### src/rtl/alu_share_arbiter.sv
// alu_share_arbiter: shares one combinational alu between an execute-stage
// requester (port A) and a branch-compare requester (port B). Round-robin
// arbitration, one-entry registered response buffer with valid/ready
// backpressure, and per-port saturating grant counters for debug.
// Only DATA_W = 32 matches the attached alu.
module alu_share_arbiter #(
  parameter int unsigned DATA_W = 32,
  parameter int unsigned TAG_W  = 2,
  parameter int unsigned CNT_W  = 16
) (
  input  logic              clk,
  input  logic              rst_n,
  // port A: execute stage
  input  logic              a_valid,
  output logic              a_ready,
  input  logic [2:0]        a_op_select,
  input  logic [DATA_W-1:0] a_op1,
  input  logic [DATA_W-1:0] a_op2,
  input  logic              a_alt_operator,
  input  logic              a_branch_mode,
  input  logic [TAG_W-1:0]  a_tag,
  // port B: branch-compare unit
  input  logic              b_valid,
  output logic              b_ready,
  input  logic [2:0]        b_op_select,
  input  logic [DATA_W-1:0] b_op1,
  input  logic [DATA_W-1:0] b_op2,
  input  logic              b_alt_operator,
  input  logic              b_branch_mode,
  input  logic [TAG_W-1:0]  b_tag,
  // shared alu
  output logic [2:0]        alu_op_select,
  output logic [DATA_W-1:0] alu_op1,
  output logic [DATA_W-1:0] alu_op2,
  output logic              alu_alt_operator,
  output logic              alu_branch_mode,
  input  logic [DATA_W-1:0] alu_result,
  // response buffer
  output logic              rsp_valid,
  input  logic              rsp_ready,
  output logic [DATA_W-1:0] rsp_result,
  output logic              rsp_src,
  output logic [TAG_W-1:0]  rsp_tag,
  // debug counters
  output logic [CNT_W-1:0]  cnt_a,
  output logic [CNT_W-1:0]  cnt_b
);

  localparam logic [CNT_W-1:0] CNT_MAX = {CNT_W{1'b1}};

  typedef enum logic {
    EMPTY = 1'b0,
    FULL  = 1'b1
  } state_e;

  state_e              state_q, state_d;
  logic                last_grant_q, last_grant_d;
  logic [DATA_W-1:0]   rsp_result_q, rsp_result_d;
  logic                rsp_src_q, rsp_src_d;
  logic [TAG_W-1:0]    rsp_tag_q, rsp_tag_d;
  logic [CNT_W-1:0]    cnt_a_q, cnt_a_d;
  logic [CNT_W-1:0]    cnt_b_q, cnt_b_d;

  logic                slot_free;
  logic                grant_a;
  logic                grant_b;

  // Round-robin grant; the loser of the last contention wins the next one.
  // Gated by rst_n so no ready escapes while reset is held.
  always_comb begin
    slot_free = (state_q == EMPTY) | rsp_ready;
    grant_a   = rst_n & slot_free & a_valid & (~b_valid | last_grant_q);
    grant_b   = rst_n & slot_free & b_valid & (~a_valid | ~last_grant_q);
  end

  assign a_ready = grant_a;
  assign b_ready = grant_b;

  // Steer the granted request onto the alu; zeros when idle.
  always_comb begin
    alu_op_select    = 3'b000;
    alu_op1          = '0;
    alu_op2          = '0;
    alu_alt_operator = 1'b0;
    alu_branch_mode  = 1'b0;
    if (grant_a) begin
      alu_op_select    = a_op_select;
      alu_op1          = a_op1;
      alu_op2          = a_op2;
      alu_alt_operator = a_alt_operator;
      alu_branch_mode  = a_branch_mode;
    end else if (grant_b) begin
      alu_op_select    = b_op_select;
      alu_op1          = b_op1;
      alu_op2          = b_op2;
      alu_alt_operator = b_alt_operator;
      alu_branch_mode  = b_branch_mode;
    end
  end

  // Next-state and buffer update; a grant in FULL overwrites while draining.
  always_comb begin
    state_d      = state_q;
    last_grant_d = last_grant_q;
    rsp_result_d = rsp_result_q;
    rsp_src_d    = rsp_src_q;
    rsp_tag_d    = rsp_tag_q;
    cnt_a_d      = cnt_a_q;
    cnt_b_d      = cnt_b_q;

    unique case (state_q)
      EMPTY: begin
        if (grant_a || grant_b) begin
          state_d = FULL;
        end
      end
      FULL: begin
        if (!(grant_a || grant_b) && rsp_ready) begin
          state_d = EMPTY;
        end
      end
      default: state_d = EMPTY;
    endcase

    if (grant_a || grant_b) begin
      rsp_result_d = alu_result;
      rsp_src_d    = grant_b;
      rsp_tag_d    = grant_b ? b_tag : a_tag;
      last_grant_d = grant_b;
    end

    if (grant_a && (cnt_a_q != CNT_MAX)) begin
      cnt_a_d = cnt_a_q + CNT_W'(1);
    end
    if (grant_b && (cnt_b_q != CNT_MAX)) begin
      cnt_b_d = cnt_b_q + CNT_W'(1);
    end
  end

  // State, response buffer and counter registers.
  always_ff @(posedge clk or negedge rst_n) begin
    if (!rst_n) begin
      state_q      <= EMPTY;
      last_grant_q <= 1'b1;
      rsp_result_q <= '0;
      rsp_src_q    <= 1'b0;
      rsp_tag_q    <= '0;
      cnt_a_q      <= '0;
      cnt_b_q      <= '0;
    end else begin
      state_q      <= state_d;
      last_grant_q <= last_grant_d;
      rsp_result_q <= rsp_result_d;
      rsp_src_q    <= rsp_src_d;
      rsp_tag_q    <= rsp_tag_d;
      cnt_a_q      <= cnt_a_d;
      cnt_b_q      <= cnt_b_d;
    end
  end

  assign rsp_valid  = (state_q == FULL);
  assign rsp_result = rsp_result_q;
  assign rsp_src    = rsp_src_q;
  assign rsp_tag    = rsp_tag_q;
  assign cnt_a      = cnt_a_q;
  assign cnt_b      = cnt_b_q;

endmodule

### config.mk
export PLATFORM = sky130hd
export DESIGN_NAME = alu_share_arbiter
export DESIGN_NICKNAME = d
export VERILOG_FILES = /design/src/rtl/alu_share_arbiter.sv
export SDC_FILE = /design/constraint.sdc
export NUM_CORES = 1
export LEC_CHECK = 0
export BUFFER_PORTS_ARGS = -buffer_cell sky130_fd_sc_hd__buf_2
export CORE_AREA = 2 2 125 127
export CTS_BUF_LIST = sky130_fd_sc_hd__clkbuf_8 sky130_fd_sc_hd__clkbuf_16
export CTS_CLUSTER_SIZE = 16
export DETAILED_ROUTE_END_ITERATION = 10
export DIE_AREA = 0 0 127 129
export PLACE_DENSITY = 0.64
export SLEW_MARGIN = 20
export SYNTH_ARGS = -nofsm -noshare
export SYNTH_HDL_FRONTEND = slang
export SYNTH_SLANG_ARGS = --single-unit
### constraint.sdc
create_clock -name clk -period 2.2 [get_ports clk]
set_input_delay 0.22 -clock clk [delete_from_list [all_inputs] [get_ports clk]]
set_output_delay 0.22 -clock clk [all_outputs]
set_load 0.05 [all_outputs]
### After elaboration in Yosys (flattened, before gate mapping)

Index checks and enable logic that the tools add are counted.

| operators by class | value |
|---|---|
| bitwise gates (word level) | 12 |
| reductions and logical operators | 5 |
| add/subtract/negate cells | 2 |
| equality and inequality tests | 2 |
| muxes and demuxes | 14 |

Operators by type and width:

| kind | number |
|---|---|
| $mux 32 | 4 |
| $add 16x1->16 const B | 2 |
| $ne 16x16->1 const B | 2 |
| $mux 1 | 6 |
| $mux 3 | 2 |
| $and 1x1->1 | 5 |
| $not 1->1 | 4 |
| $logic_and 1x1->1 | 3 |
| $or 1x1->1 | 3 |
| $mux 2 | 1 |
| $pmux 1 s2 | 1 |
| $logic_not 1->1 | 1 |
| $logic_or 1x1->1 | 1 |

| storage, ports and cells | value |
|---|---|
| input bits | 179 |
| flip-flop bits (word level) | 69 |
| logic and storage cells | 42 |

### Longest topological paths before layout

Gate-level depths: netlist (run 1).

| depth | value |
|---|---|
| word-level depth | 10 |
| depth in mapped cells | 7 |
| gate-level depth less buffers | 5 |

### Worst setup path after synthesis (run 1)

OpenSTA, ideal clock, no wires.

| timing path | value |
|---|---|
| path type | flip-flop to output port |
| from | register state_q (netlist: rsp_valid) |
| to | output alu_op1[28] |
| data required time | 1980 ps |
| stages on the path, launching flop included | 6 |
| arrival time | 2322 ps |
| slack | -342 ps |
| path through | dfrtp_1 -> nand2b_2 -> o2111ai_2 -> inv_2 -> buf_1 -> a22o_1 |

| between the ends | value |
|---|---|
| elaborated cells on any way between the ends | 9 |

RTL lines:

| element | line | source |
|---|---|---|
| start: declaration | 56 | `state_e state_q, state_d;` |
| start signal: assignment | 151 | `state_q <= state_d;` |
| $not 1->1 | 71 | `slot_free = (state_q == EMPTY) \| rsp_ready;` |
| $or 1x1->1 | 71 |  |
| $and 1x1->1 (3 in series) | 72 | `grant_a = rst_n & slot_free & a_valid & (~b_valid \| last_grant_q);` |
| net a_ready | 15 | `output logic a_ready,` |
| $mux 32 | 86 | `if (grant_a) begin` |
| end: declaration | 33 | `output logic [DATA_W-1:0] alu_op1,` |

The timed path passes the listed nets, and every way through them passes these cells.

### Final worst setup path (run 1)

| timing path | value |
|---|---|
| from | register last_grant_q |
| to | output alu_op1[5] |

| between the ends | value |
|---|---|
| cells in the longest elaborated chain, start to end | 5 |
| elaborated cells on any way between the ends | 7 |

RTL lines:

| element | line | source |
|---|---|---|
| start: declaration | 57 | `logic last_grant_q, last_grant_d;` |
| start signal: assignment | 152 | `last_grant_q <= last_grant_d;` |
| $not 1->1 | 73 | `grant_b = rst_n & slot_free & b_valid & (~a_valid \| ~last_grant_q);` |
| $or 1x1->1 | 73 |  |
| $and 1x1->1 | 73 |  |
| $mux 32 | 92 | `end else if (grant_b) begin` |
| $mux 32 * | 86 |  |

Mark *: on every way between the ends. The rest lies on a longest branch, timed or not.

==> metrics.cfg, run 1 <==
[run_status]
run_status = complete, no violations

[synthesis]
synthTopCellsByCount = 69 x a22o_1, 68 x dfrtp_1, 36 x mux2_2
synth_area_leaders = dfrtp_1 46%, a22o_1 16%, mux2_2 11%, xor2_1 4.5%, nor4_1 2.2%
syn_nets = 504
netlist_area_um2 = 3710
netlist-cell-type-count = 43
ys_async_sr_fraction_pct = 100
syn-instance-count = 323
avgSynthCellArea_um2 = 11.5
yosys.area.top_type = dfrtp_1
synth_ff_type = dfrtp_1
synth_seq_area_share_pct = 46.5
yosysTopAreaCellShare_pct = 45.8
synth_edf_count = 0
synthMostInstantiatedCell = a22o_1
yosysWarningCount = 0
synth-seq-cells = 69

[pwr]
power.internal_uw = 3160
power.density_nw_per_um2 = 1040
clock_power_share_pct = 20.3
p_sw_uw = 2940
total_power_uw = 6100
p_sw_share_pct = 48.1
pwr-share-comb_pct = 49.6
pwr-share-seq_pct = 30.1
leakage_uw = 0.00323
peakVddDrop_uv = 615

[timing]
finalHoldViolations = 0
timing.max_slew.rel_slack_pct = 49.5
finClkSkew_ns = 0.00620
setup_violations = 0
timing.final.crit_period_ns = 2.09
fin_crit_sh_pct = 95.1
rsz0062_at_grt = no
slew_viol_final = 0
fmax_ghz = 0.478
worst_pin_slew_ns = 0.757

[setup_path]
critical_path_required_ns = 1.98
worstPathMaxFanout = 39
worstSetupStartpointType = flip-flop
critPathLaunch = last_grant_q
cp-end-kind = output pin
arrival_ns = 1.87
worst-setup-path-type = reg2out
r2r_start = cnt_b[0]

[clock_tree]
cts-root-buf = clkbuf_16
cts_num_sinks = 69
cts_tree = done
clock_path_buffers = 2
cts_max_level = 3
cts-buffers-inserted = 9
path_clk_slew_ns = 0.05
insertion_delay_ns = 0.33

[layout]
area.growth.synth_to_final_pct = 58.3
nets = 823
drive_gt1_share_pct = 61.7
final_cells = 837

[placed_design]
place.detailed.hpwl_mm = 13.1
place_congestion = 0.805
io_buffers = 317
dpl.cell_count = 816

[routing]
vias_per_cell = 4.81
dr.pass1.iters = 4
first_iter_violations = 236
num_vias = 4022
ant_nets = 0
wl_per_cell_um = 19.4
drcViolationCount = 0
drt_wl_total_mm = 16.3

[floorplan]
fp.dieH_um = 129
io_pins = 318
die_area_um2 = 16400
die_w_um = 127
initial_core_util_pct = 24.8
coreArea_um2 = 15000
rows = 45

[global_routing]
grt_usage_pct = 18.5
grt_overflow = 0
grt_max_degree = 79
grt_first_pass_wirelength_mm = 22.5
first_global_vias = 3757
antenna_found_initial = 12

[job]
max-cap-violations = 0

[min_path]
hold_class = in2reg
hold_path_startpoint = alu_result[11]

## power groups by stage
stage                     Combinational, uW  Clock [uW]  Sequential (uW)
final                                  3030        1240             1840
after global routing                   3170        1330             1890
after global placement                 3010           0             1840
after floorplan                        1110           0             2920
after CTS                              3030        1270             1840
after detailed placement               3020           0             1850
## cell usage in the layout, fill, tap and decap left out, types with 5 or more instances in the layout
cell       instances
mux2_2            36
buf_2            314
and3_1             5
nand3_1            5
dfrtp_1           68
nor3_1            10
a22o_1            63
xor2_1            19
clkbuf_16         10
nand4_1           11
buf_4              5
nand2_1           20
inv_1              6
a22o_2             6
nor4_1            13
## sequential cells by signal, indices dropped and copies added (netlist names)
| name | cells |
|---|---|
| rsp_valid | 1 |
| cnt_a | 16 |
| cnt_b | 16 |
| rsp_tag | 2 |
| rsp_src | 1 |
| rsp_result | 32 |
| last_grant_q | 1 |
## stage by stage
step	instance area (um2)	worst slack, ns	utilization (%)	TNS, ns	hold slack, ns
2_1_floorplan	3720	-0.110	-	-0.110	-0.0756
3_3_place_gp	5570	0.384	37.2	0	0.0634
3_5_place_dp	5570	0.392	37.2	0	0.0596
4_1_cts	5820	0.0407	38.9	0	0.106
5_1_grt	5880	0.00641	39.2	0	0.108
6_report	5880	0.107	39.3	0	0.119
## cell families (layout without fill, tap and decap cells)
kind of cell,Yosys count,count (layout),share of synthesized area [%]
flops,69,69,46.5
other cells,0,4,0
fa+ha+maj,2,2,0.674
compound gates,81,81,18.5
xor+xnor,23,23,5.42
simple gates,84,84,13.9
mux,38,38,11.6
buf+inv,26,348,3.37
## what timing repair did
| item | in CTS | in global routing |
|---|---|---|
| hold buffers | 1 | 0 |
| setup endpoints to repair | 0 | 68 |
| hold endpoints to repair | 11 | 0 |
| gates resized for setup | 0 | 4 |
| buffers inserted | 0 | 1 |
## routing by layer
layer	global-route usage, %	vias to the layer above	part of all wire [%]
li1	-	1882	-
met1	21.9	1876	38
met2	30.0	215	47
met3	8.57	37	12
met4	5.75	12	2.1
met5	0	-	0.45
## final timing paths
path,to,slack (ns),cells after the start
max in group asynchronous,cnt_b[1],1.48,3
worst max register to register,cnt_b[1],0.41,5
worst min-delay path,rsp_result[11],0.12,2
min in group asynchronous,rsp_result[20],0.14,2
worst min register to register,last_grant_q,0.48,2
worst max-delay path,alu_op1[5],0.11,5
## critical path, stage by stage, from the launching register on
cell and delay (ns):
dfstp_2 0.55, o2111ai_2 0.12, inv_2 0.17, clkbuf_16 0.26, a22o_1 0.17, buf_2 0.26
## layout make-up
class	instances	area, um2
antenna	4	10.0
clock buffer	9	225
clock inverter	5	22.5
fill	1538	9090
inverter	6	25.0
multi-input combinational	228	1870
sequential	69	1730
tap	188	235
timing repair buffer	328	1770
Power figures use the tool's default switching activity.
==> run 2: changes to the inputs <==
CTS_BUF_LIST = sky130_fd_sc_hd__clkbuf_8   (was sky130_fd_sc_hd__clkbuf_8 sky130_fd_sc_hd__clkbuf_16)
RECOVER_POWER = 25   (was not set)
==> metrics.cfg, run 2 (synthesis results as in run 1) <==
[run_status]
run_status = complete, no violations

[placed_design]
io_buffers = 317
place_ws_ns = 0.392
place.detailed.hpwl_mm = 13.1
placed_cell_area_um2 = 5570
place_congestion = 0.805

[timing]
finClkSkew_ns = 0.00976
finalHoldViolations = 0
fin_crit_sh_pct = 95.4
worst_pin_slew_ns = 1.46
layout_setup_ws_ns = 0.102
fmax_ghz = 0.477
timing.max_slew.rel_slack_pct = 2.39
timing.final.crit_period_ns = 2.10
setup_violations = 0
slew_viol_final = 0

[floorplan]
io_pins = 318
die_area_um2 = 16400
rows = 45
die_w_um = 127
coreArea_um2 = 15000
fp.dieH_um = 129
initial_core_util_pct = 24.8

[routing]
num_vias = 4030
dr.pass1.iters = 5
vias_per_cell = 4.81
drcViolationCount = 0
ant_nets = 0
wl_per_cell_um = 19.4
drt_wl_total_mm = 16.3
first_iter_violations = 201

[global_routing]
grt_usage_pct = 18.4
grt_max_degree = 79
grt_first_pass_wirelength_mm = 22.4
antenna_found_initial = 12
grt_overflow = 0
first_global_vias = 3751

[setup_path]
critPathLaunch = last_grant_q
arrival_ns = 1.88
worstPathMaxFanout = 39
worst-setup-path-type = reg2out
critical_path_required_ns = 1.98
cp-end-kind = output pin
rr_worst_depth = 5
worstSetupStartpointType = flip-flop
r2r_start = cnt_b[0]

[clock_tree]
cts_tree = done
cts_max_level = 3
cts_num_sinks = 69
cts-buffers-inserted = 9
insertion_delay_ns = 0.35
clock_path_buffers = 2
path_clk_slew_ns = 0.07
cts-root-buf = clkbuf_8

[layout]
final_cell_mix = 265 x buf_2, 68 x dfrtp_1, 63 x a22o_1
regArea_um2 = 1730
nFillCells = 1531
design_area_um2 = 5900
nets = 823
finish.utilization_pct = 39.4
area.growth.synth_to_final_pct = 58.8
multiInputGateArea_um2 = 1870
largest_register_ffs = 32
mostFrequentLayoutCell = buf_2
drive_gt1_share_pct = 61.7

[min_path]
hold_path_depth = 2
hold_class = in2reg
hold_path_startpoint = alu_result[11]

[job]
max-cap-violations = 0

[pwr]
peakVddDrop_uv = 596
leakage_uw = 0.00317
power.density_nw_per_um2 = 974

## run 2: final cells by class
type | instances | area share [%]
timing repair buffer | 328 | 32.0
multi-input combinational | 228 | 31.7
sequential | 69 | 29.3
tap | 188 | 3.99
clock buffer | 9 | 2.10
inverter | 6 | 0.424
clock inverter | 5 | 0.382
antenna | 4 | 0.170
## run 2: path summary, 6_finish.rpt
kind | slack (ns) | to
max reg2reg | 0.40 | cnt_b[1]
min in group asynchronous | 0.31 | rsp_valid
min reg2reg | 0.48 | last_grant_q
max in group asynchronous | 0.92 | cnt_a[2]
min | 0.09 | rsp_result[11]
max | 0.10 | alu_op1[11]
## run 2: critical path: stages, from the launching register on
cell       delay (ns)
dfstp_2          0.56
o2111ai_2        0.12
inv_2            0.17
clkbuf_16        0.26
a22o_1           0.16
buf_2            0.25
## run 2: metrics by stage
stage	cells	setup TNS [ns]	hold slack (ns)	total power [uW]
final	837	0	0.0950	5740
after global routing	835	-0.00196	0.0840	6040
after CTS	831	0	0.0749	5740
after detailed placement	816	0	0.0596	4870
after global placement	816	0	0.0634	4850
after floorplan	323	-0.110	-0.0756	4030
## run 2: routing by layer
metal	part of all wire, %	global-route usage, %	vias to the layer above
li1	-	-	1882
met1	38	21.9	1884
met2	47	29.9	214
met3	12	7.94	38
met4	2.5	6.53	12
met5	0.47	0	-
## run 2: what timing repair did
item,in CTS,in global routing
hold buffers,1,0
setup buffers,0,1
hold endpoints to repair,11,0
endpoints found under the setup margin,0,69
gates resized for setup,0,53
## run 2: power by group
group / switching, uW / total, uW / internal [uW]
Combinational: 2190 / 3070 / 880
Sequential: 243 / 1830 / 1590
Clock: 460 / 842 / 382
